==> src/rtl/usb_rx_ctrl_if.sv <==
// USB RX controller bus bundle: bit-timer/line inputs, FIFO-side outputs.
// The slave modport is the controller; the master modport is its environment.
interface usb_rx_ctrl_if;
    logic       d_edge;
    logic       eop;
    logic       stuff_detect;
    logic       shift_enable;
    logic       byte_received;
    logic [7:0] rcv_byte;
    logic       fifo_full;
    logic       rcving;
    logic [3:0] bit_cnt;
    logic       shift_stop;
    logic       w_enable;
    logic [7:0] rcv_data;
    logic [3:0] pid;
    logic [6:0] byte_count;
    logic       rcv_done;
    logic       rx_error;

    modport slave (
        input  d_edge, eop, stuff_detect, shift_enable,
        input  byte_received, rcv_byte, fifo_full,
        output rcving, bit_cnt, shift_stop, w_enable,
        output rcv_data, pid, byte_count, rcv_done, rx_error
    );

    modport master (
        output d_edge, eop, stuff_detect, shift_enable,
        output byte_received, rcv_byte, fifo_full,
        input  rcving, bit_cnt, shift_stop, w_enable,
        input  rcv_data, pid, byte_count, rcv_done, rx_error
    );
endinterface

==> src/rtl/usb_rx_ctrl.sv <==
// USB receive packet controller: SYNC/PID/DATA sequencing, FIFO writes, EOP.
// Optional macro USB_RX_PID_CHECK_EN enables the PID complement check.
module usb_rx_ctrl (
    input  logic          clk,
    input  logic          rst,
    usb_rx_ctrl_if.slave  bus
);
    typedef enum logic [2:0] {
        ST_IDLE,
        ST_SYNC,
        ST_PID,
        ST_DATA,
        ST_EOP_WAIT,
        ST_DONE,
        ST_ERROR
    } state_t;

    state_t     state_q, state_d;
    logic       w_enable_q, w_enable_d;
    logic [7:0] rcv_data_q, rcv_data_d;
    logic [3:0] pid_q, pid_d;
    logic [6:0] byte_count_q, byte_count_d;
    logic       rx_error_q, rx_error_d;
    logic       partial_q, partial_d;
    logic       rcving;

    // Timer is enabled only while a packet body is being shifted in.
    assign rcving = (state_q == ST_SYNC) ||
                    (state_q == ST_PID)  ||
                    (state_q == ST_DATA);

    assign bus.rcving     = rcving;
    assign bus.bit_cnt    = rcving ? 4'd8 : 4'd0;
    assign bus.shift_stop = bus.stuff_detect & rcving;
    assign bus.w_enable   = w_enable_q;
    assign bus.rcv_data   = rcv_data_q;
    assign bus.pid        = pid_q;
    assign bus.byte_count = byte_count_q;
    assign bus.rcv_done   = (state_q == ST_DONE);
    assign bus.rx_error   = rx_error_q;

    // State and datapath registers with synchronous reset.
    always_ff @(posedge clk) begin
        if (rst) begin
            state_q      <= ST_IDLE;
            w_enable_q   <= 1'b0;
            rcv_data_q   <= 8'd0;
            pid_q        <= 4'd0;
            byte_count_q <= 7'd0;
            rx_error_q   <= 1'b0;
            partial_q    <= 1'b0;
        end else begin
            state_q      <= state_d;
            w_enable_q   <= w_enable_d;
            rcv_data_q   <= rcv_data_d;
            pid_q        <= pid_d;
            byte_count_q <= byte_count_d;
            rx_error_q   <= rx_error_d;
            partial_q    <= partial_d;
        end
    end

    // Next-state logic; a byte strobe always wins over a same-cycle eop.
    always_comb begin
        state_d      = state_q;
        w_enable_d   = 1'b0;
        rcv_data_d   = rcv_data_q;
        pid_d        = pid_q;
        byte_count_d = byte_count_q;
        rx_error_d   = rx_error_q;
        partial_d    = partial_q;

        // Stuffed bit slots are not real data bits.
        if (bus.byte_received) begin
            partial_d = 1'b0;
        end else if ((state_q == ST_DATA) && bus.shift_enable &&
                     !bus.stuff_detect) begin
            partial_d = 1'b1;
        end

        unique case (state_q)
            ST_IDLE: begin
                partial_d = 1'b0;
                if (bus.d_edge) begin
                    state_d      = ST_SYNC;
                    rx_error_d   = 1'b0;
                    byte_count_d = 7'd0;
                end
            end
            ST_SYNC: begin
                if (bus.byte_received) begin
                    if (bus.rcv_byte == 8'h80) begin
                        state_d = ST_PID;
                    end else begin
                        state_d = ST_ERROR;
                    end
                end else if (bus.eop) begin
                    state_d = ST_ERROR;
                end
            end
            ST_PID: begin
                if (bus.byte_received) begin
`ifdef USB_RX_PID_CHECK_EN
                    if (bus.rcv_byte[7:4] != ~bus.rcv_byte[3:0]) begin
                        state_d = ST_ERROR;
                    end else begin
                        pid_d   = bus.rcv_byte[3:0];
                        state_d = ST_DATA;
                    end
`else
                    pid_d   = bus.rcv_byte[3:0];
                    state_d = ST_DATA;
`endif
                end else if (bus.eop) begin
                    state_d = ST_ERROR;
                end
            end
            ST_DATA: begin
                if (bus.byte_received) begin
                    if ((byte_count_q == 7'd64) || bus.fifo_full) begin
                        state_d = ST_ERROR;
                    end else begin
                        w_enable_d   = 1'b1;
                        rcv_data_d   = bus.rcv_byte;
                        byte_count_d = byte_count_q + 7'd1;
                    end
                end else if (bus.eop) begin
                    state_d = partial_q ? ST_ERROR : ST_EOP_WAIT;
                end
            end
            ST_EOP_WAIT: begin
                if (!bus.eop) begin
                    state_d = ST_DONE;
                end
            end
            ST_DONE: begin
                state_d = ST_IDLE;
            end
            ST_ERROR: begin
                if (!bus.eop) begin
                    state_d = ST_IDLE;
                end
            end
            default: begin
                state_d = ST_IDLE;
            end
        endcase

        if (state_d == ST_ERROR) begin
            rx_error_d = 1'b1;
        end
    end
endmodule

==> src/flat_wrapper.sv <==
// flat-port wrapper written by rule: the top's interface ports become plain ports
module usb_rx_ctrl_flat 
  (clk, rst, bus_d_edge, bus_eop, bus_stuff_detect, bus_shift_enable, bus_byte_received, bus_rcv_byte, bus_fifo_full, bus_rcving, bus_bit_cnt, bus_shift_stop, bus_w_enable, bus_rcv_data, bus_pid, bus_byte_count, bus_rcv_done, bus_rx_error);
  usb_rx_ctrl_if bus_i ();
  input  logic clk;
  input  logic rst;
  input wire logic [$bits(bus_i.d_edge)-1:0] bus_d_edge;
  input wire logic [$bits(bus_i.eop)-1:0] bus_eop;
  input wire logic [$bits(bus_i.stuff_detect)-1:0] bus_stuff_detect;
  input wire logic [$bits(bus_i.shift_enable)-1:0] bus_shift_enable;
  input wire logic [$bits(bus_i.byte_received)-1:0] bus_byte_received;
  input wire logic [$bits(bus_i.rcv_byte)-1:0] bus_rcv_byte;
  input wire logic [$bits(bus_i.fifo_full)-1:0] bus_fifo_full;
  output wire logic [$bits(bus_i.rcving)-1:0] bus_rcving;
  output wire logic [$bits(bus_i.bit_cnt)-1:0] bus_bit_cnt;
  output wire logic [$bits(bus_i.shift_stop)-1:0] bus_shift_stop;
  output wire logic [$bits(bus_i.w_enable)-1:0] bus_w_enable;
  output wire logic [$bits(bus_i.rcv_data)-1:0] bus_rcv_data;
  output wire logic [$bits(bus_i.pid)-1:0] bus_pid;
  output wire logic [$bits(bus_i.byte_count)-1:0] bus_byte_count;
  output wire logic [$bits(bus_i.rcv_done)-1:0] bus_rcv_done;
  output wire logic [$bits(bus_i.rx_error)-1:0] bus_rx_error;
  assign bus_i.d_edge = bus_d_edge;
  assign bus_i.eop = bus_eop;
  assign bus_i.stuff_detect = bus_stuff_detect;
  assign bus_i.shift_enable = bus_shift_enable;
  assign bus_i.byte_received = bus_byte_received;
  assign bus_i.rcv_byte = bus_rcv_byte;
  assign bus_i.fifo_full = bus_fifo_full;
  assign bus_rcving = bus_i.rcving;
  assign bus_bit_cnt = bus_i.bit_cnt;
  assign bus_shift_stop = bus_i.shift_stop;
  assign bus_w_enable = bus_i.w_enable;
  assign bus_rcv_data = bus_i.rcv_data;
  assign bus_pid = bus_i.pid;
  assign bus_byte_count = bus_i.byte_count;
  assign bus_rcv_done = bus_i.rcv_done;
  assign bus_rx_error = bus_i.rx_error;
  usb_rx_ctrl u_core (.clk(clk), .rst(rst), .bus(bus_i));
endmodule
==> config.mk <==
export PLATFORM = sky130hd
export DESIGN_NAME = usb_rx_ctrl_flat
export DESIGN_NICKNAME = d
export VERILOG_FILES = /design/src/rtl/usb_rx_ctrl_if.sv /design/src/rtl/usb_rx_ctrl.sv /design/src/flat_wrapper.sv
export SDC_FILE = /design/constraint.sdc
export NUM_CORES = 1
export LEC_CHECK = 0
export CORE_UTILIZATION = 44
export CTS_CLUSTER_SIZE = 14
export DETAILED_ROUTE_END_ITERATION = 10
export MAX_ROUTING_LAYER = met4
export PLACE_DENSITY = 0.84
export SYNTH_ARGS = -nofsm -noshare
export SYNTH_HDL_FRONTEND = slang
export SYNTH_SLANG_ARGS = --single-unit
==> constraint.sdc <==
create_clock -name clk -period 2.2 [get_ports clk]
set_clock_uncertainty 0.15 [all_clocks]
set_input_delay 0.44 -clock clk [delete_from_list [all_inputs] [get_ports clk]]
set_output_delay 0.44 -clock clk [all_outputs]
set_load 0.03 [all_outputs]
==> metrics.md <==
| Metric | Value |
|---|---|
| Status | `complete, no violations` |
| Per-cell routed wire length | `13.5 µm` |
| VDD IR-drop max | `0.000436 V` |
| CTS sink count | `25` |
| Top cells by area, synth | `dfxtp_1 (39%), mux2i_1 (10%), nor2_1 (7.4%), buf_4 (4.1%), xor2_1 (3.4%)` |
| Mean post-synth cell area | `about 9.4 µm²` |
| Slew Viols, Final | `0` |
| Worst Path Class, Setup | `reg2out` |
| # setup viols final | `0` |
| Final Hold Violating Endpoints | `0` |
| Largest net degree at the start of global routing | `19` |
| Startpoint Class | `flop` |
| Drt pass-1 iters | `4` |
| Cell Pwr Density | `546 nW/µm²` |
| WHS | `363 ps` |
| CTS buffer count | `3` |
| Routed Antenna Nets | `0` |
| Residual DRC | `0` |
| Synth Area in Compound Gates | `14.1%` |
| Core Area | `~2800 µm²` |
| # fillers | `~250` |
| Area grow syn2layout | `36.3%` |
| Die X | `between 50 and 60 µm` |
| CP Max Fanout | `4` |
| Post-detail-place hpwl | `around 2200 µm` |
| Diode count | `0` |
| Post-layout instance area | `1740 µm²` |
| Slowest CP cell | `clkdlybuf4s50_1` |
| Cell Rows | `19` |
| Overall Global Routing Usage | `19.8%` |
| Top delay family on crit path | `buffers and inverters` |
| Final #Nets | `~200` |
| Worst Path Required | `1610 ps` |
| Buffer count from post-CTS setup fixing | `0` |
| GPL Wtd Cong | `0.983` |
| Fin util | `63.0%` |
| Die Y | `55.8 µm` |
| Post-synthesis simple-gate area fraction | `22.2%` |
| Achievable Freq | `480 MHz` |
| Clock buffer depth | `2` |
| CTS tree | `done` |
| Die ar. | `3120 µm²` |
| Area after DPL | `1710 µm²` |
| Routed wire length | `between 2000 and 3000 µm` |
| RSZ-0062 raised after global routing | `no` |
| Later-pin clock latency in the skew report | `320 ps` |
| Hold WC Path Type | `reg2reg` |
| Synth Cell Area | `1270 µm²` |
| DR iter-0 viols | `20` |
| Area of the multi-input gates | `673 µm²` |
| Fin crit share | `94.6%` |
| Main combinational cell family by area after synthesis | `simple AND/OR/NAND/NOR gates` |
| Root Driver | `clkbuf_4` |
| Max-cap violations | `0` |
| Period minus WS final | `roughly 2100 ps` |
| Crit path arrival time | `1490 ps` |
| Clock transition at path regs | `140 ps` |
| Register area share after synthesis | `39.3%` |
| Initial antenna violation count | `0` |
| Vias in the first global route | `1123` |
| Fraction of synthesized area in multiplexers | `about a tenth` |
| Layout cells sized above 1 | `10.6%` |
| Setup crit end kind | `output port` |
| H-tree levels | `1` |
| IO Port Bufs | `40` |
| Io pins | `44` |
| Yosys reg bits | `25` |
| Ys Warns | `0` |
| Adder-cell area share of the yosys netlist | `1.96%` |
| First-pass GRT wire length | `around 4900 µm` |
| Distinct cells, synth | `38` |
| Post-Synthesis Cells | `roughly 140` |
| Pwr Total | `about 950 µW` |
| Largest stage delay, worst path | `roughly 710 ps` |
| Synth area leader | `dfxtp_1` |
| Post-Synth XOR/XNOR Area | `3.43%` |
| Leak | `approximately 0.7 nW` |
| Crit path cell chain | `clkdlybuf4s50_1` |
| Total grt overflow | `0` |
| Final setup margin | `119 ps` |
| Register Area | `500 µm²` |
| Yosys top cell area share | `39.3%` |
| Vias post-DR | `1143` |
| Initial Util | `between 40% and 50%` |
| Vias per Instance | `5.44` |
| Buf+Inv Stages, Crit Path | `1` |
| Worst slack at placement | `-34.9 ps` |
## Yosys cell counts
library cell / number
o2111ai_1: 4
nand4b_4: 1
a22o_1: 1
nand3b_1: 2
nor3_1: 5
o21ai_1: 1
nor2b_1: 5
nor4b_4: 1
or4b_1: 1
and3_1: 2
a21oi_1: 5
dfxtp_1: 25
a31oi_1: 1
nor2_1: 25
clkbuf_1: 3
conb_1: 1
nor3_2: 1
inv_1: 5
buf_6: 2
nor3b_1: 1
inv_2: 1
or2_1: 1
nand2b_1: 1
o21ai_2: 1
buf_4: 7
a2111oi_0: 2
a211oi_4: 1
mux2i_1: 13
nand2_1: 2
a221o_1: 1
ha_1: 2
a2bb2oi_1: 1
a41oi_1: 1
o21ai_0: 2
xor2_1: 5
o221ai_1: 1
nor4bb_1: 1
o31ai_1: 1
## worst min-delay path, stage by stage, from the launching register on
cell and delay [ps]:
dfxtp_1 350, mux2i_1 70, nor2_1 70
## final timing paths
check | from | to | slack [ps] | cells after the start
hold / removal | u_core.bus.rcv_data[7] | u_core.bus.rcv_data[7] | 360 | 2
hold reg to reg | u_core.bus.rcv_data[7] | u_core.bus.rcv_data[7] | 360 | 2
setup reg to reg | u_core.bus.byte_count[0] | u_core.bus.byte_count[5] | 300 | 8
setup / recovery | u_core.bus.byte_count[5] | bus_byte_count[5] | 120 | 1
## what timing repair did
action | in CTS | in global routing
endpoints found under the setup margin | 3 | 1
gates resized for setup | 3 | 1
hold buffers | 0 | 0
## area by class of cell
cell class	instances	share of cell area [%]
clock buffers	4	1.51
flip-flops and latches	25	28.8
inverters	6	1.30
well taps	31	2.23
multi-input cells	95	38.7
repair buffers	49	27.4
## flip-flops by register name, indices dropped and copies added, names as in the netlist
register               flops
u_core.bus.rcv_data        8
u_core.bus.byte_count      7
u_core.state_q             3
u_core.bus.w_enable        1
u_core.bus.pid             4
u_core.bus.rx_error        1
u_core.partial_q           1
## layer usage
layer	track usage (%)	routed length (µm)	part of all wire (%)	vias up
met3	3.95	149	5.3	4
met2	31.5	1320	47	41
met1	25.7	1340	47	542
met5	-	0	0	-
li1	-	-	-	556
met4	5.57	21	0.74	0
## stage by stage
| stage | cells | setup TNS (ps) |
|---|---|---|
| floorplan | 138 | 0 |
| global placement | 206 | -2.75 |
| detailed placement | 206 | -34.9 |
| CTS | 210 | 0 |
| global route | 210 | 0 |
| finish | 210 | 0 |
## report_power, final
group	total, mW	switching (mW)	internal (mW)
combinational	0.259	0.151	0.108
clock	0.207	0.136	0.0710
sequential	0.482	0.0152	0.467
total	0.949	0.303	0.646
## kinds of logic (layout without fill, tap and decap cells)
group,after synthesis,count (layout)
AO/OA/AOI/OAI,23,23
AND/OR/NAND/NOR,49,49
flip-flops,25,25
adder cells (fa/ha/maj),2,2
other,1,3
buffers and inverters,18,59
XOR/XNOR,5,5
multiplexers,13,13
## cell usage in the layout (no fill, tap or decap), drive strengths merged
cell type,netlist,final
buf,9,10
o2111ai,4,4
or4b,1,1
o21ai,4,4
clkbuf,3,4
nor4b,1,1
a2111oi,2,2
nand4b,1,1
o221ai,1,1
dlymetal6s2s,0,1
nor4bb,1,1
a31oi,1,1
nor3b,1,1
and3,2,2
clkdlybuf4s50,0,35
nor2,25,25
inv,6,6
or2,1,1
nand2b,1,1
dlygate4sd2,0,3
nor2b,5,5
ha,2,2
dfxtp,25,25
o31ai,1,1
nor3,6,6
nand3b,2,2
nand2,2,2
a211oi,1,1
a41oi,1,1
xor2,5,5
a22o,1,1
mux2i,13,13
a2bb2oi,1,1
a221o,1,1
conb,1,3
a21oi,5,5
(Power assumes the default switching activity.)
==> RTL change: new RTL, same flow settings <==
Take the reset off `rcv_data_q` and load it in a clocked block of its own.
--- a/src/rtl/usb_rx_ctrl.sv
+++ b/src/rtl/usb_rx_ctrl.sv
@@ -44,7 +44,6 @@
         if (rst) begin
             state_q      <= ST_IDLE;
             w_enable_q   <= 1'b0;
-            rcv_data_q   <= 8'd0;
             pid_q        <= 4'd0;
             byte_count_q <= 7'd0;
             rx_error_q   <= 1'b0;
@@ -52,12 +51,15 @@
         end else begin
             state_q      <= state_d;
             w_enable_q   <= w_enable_d;
-            rcv_data_q   <= rcv_data_d;
             pid_q        <= pid_d;
             byte_count_q <= byte_count_d;
             rx_error_q   <= rx_error_d;
             partial_q    <= partial_d;
         end
+    end
+
+    always_ff @(posedge clk) begin
+        rcv_data_q <= rcv_data_d;
     end
 
     // Next-state logic; a byte strobe always wins over a same-cycle eop.
Check against the original RTL: differs if rst is asserted again (counterexample within 10 cycles, from zero or initial values and one cycle with rst high); with rst held inactive, the same outputs for 10 cycles.
==> RTL change against the original RTL <==
- cell area fell by 1.2%
- count of clock-buffer cells in the layout down 1
- global-route usage is 3.5 points higher
- non-clock buffer count is 7 higher
- area after synthesis down 7.5%
- hold slack lost 0.00099 ns
- die area is 7.2% lower
- wire length up 2.1%
- total power is 25% higher
- sequential cell count stayed put
- setup slack lost 0.0084 ns
- largest power group unchanged
==> RTL change: results <==
layout:
  largest_reg_flops: 8
  layout.nets: 189
  num_antenna_cells: 0
  drive_gt1_share_pct: 14.12
  nFillCells: 209
power_and_ir_drop:
  pg_seq_uw: 527
  powerComb_uw: 450
  peakVddDrop_mv: 0.5086
  swShare_pct: 36.13
  p_clk_uw: 213
  p_leak_uw: 0.0006308
logic_synthesis:
  synth-compound-area-share_pct: 14.10
  synth_cell_types: 46
  synth_fa_ha_area_share_pct: 2.121
  synth_edf_count: 8
  syn-instance-count: 117
  synthMuxAreaShare_pct: 4.242
  synthTopCellsByArea: "dfxtp_1 29%, edfxtp_1 20%, mux2i_1 4.2%"
  synthXorXnorAreaFrac_pct: 2.227
  yosysSeqAreaShare_pct: 49.20
  ys_warn_count: 0
  yosys-top-cells-count: "17 x dfxtp_1, 12 x nor2_1, 8 x edfxtp_1"
placement:
  dp_hpwl_um: 2206
  gp_congestion: 0.8703
  place_area_um2: 1692
  place_ws_ns: -0.2099
  place_inst: 196
global_route:
  grt_pass1_wl_um: 4754
  grt.total_usage_pct: 23.31
  grt_pass1_vias: 1030
  grt_max_degree: 16
routing:
  dr_total_vias: 1088
  first_iter_violations: 47
  totalWireLength_um: 2893
  avgRoutedWirePerCell_um: 14.47
clock_network:
  path_clk_slew_ns: 0.15
  numCtsBuffers: 3
  cts_buffer_depth: 2
  htreeDepth: 1
  cts_resized: 3
  post_cts_buffers: 0
  cts-root-buf: "clkbuf_4"
  clk_latency_ns: 0.32
critical_path:
  reg2reg_from: "u_core.bus.byte_count[1]"
  crit_start: "u_core.bus.byte_count[0]"
  crit_fanout: 4
run_status:
  status: "completed"
sta:
  setup_viol: 0
worst_hold_path:
  min_from: "u_core.bus.rx_error"
  hold_class: "flop to flop"
## RTL change: area by class of cell
class / instances / area, um^2 / area share (%)
flip-flops and latches: 25 / 580.6 / 33.79
multi-input cells: 79 / 533.0 / 31.03
repair buffers: 56 / 514.2 / 29.93
well taps: 30 / 37.54 / 2.185
clock buffers: 3 / 22.52 / 1.311
inverters: 6 / 22.52 / 1.311
clock inverters: 1 / 7.507 / 0.4370
## RTL change: worst max-delay path: stages, from the launching register on
cell	delay [ns]
dfxtp_1	0.36
buf_4	0.14
clkdlybuf4s50_1	0.67
## RTL change: per-layer routing
metal,wire (um),up-vias,global-route usage [%]
met5,0,-,-
met4,13,0,5.702
met3,241,2,3.672
met2,1359,52,37.86
met1,1278,504,30.12
li1,-,530,-
## RTL change: path summary, 6_finish.rpt
check,endpoint,slack [ns],cells past startpoint
worst min-delay path,u_core.bus.rx_error,0.36,1
worst max register to register,u_core.bus.byte_count[6],0.15,6
worst max-delay path,bus_byte_count[0],0.11,2
worst min register to register,u_core.bus.rx_error,0.36,1
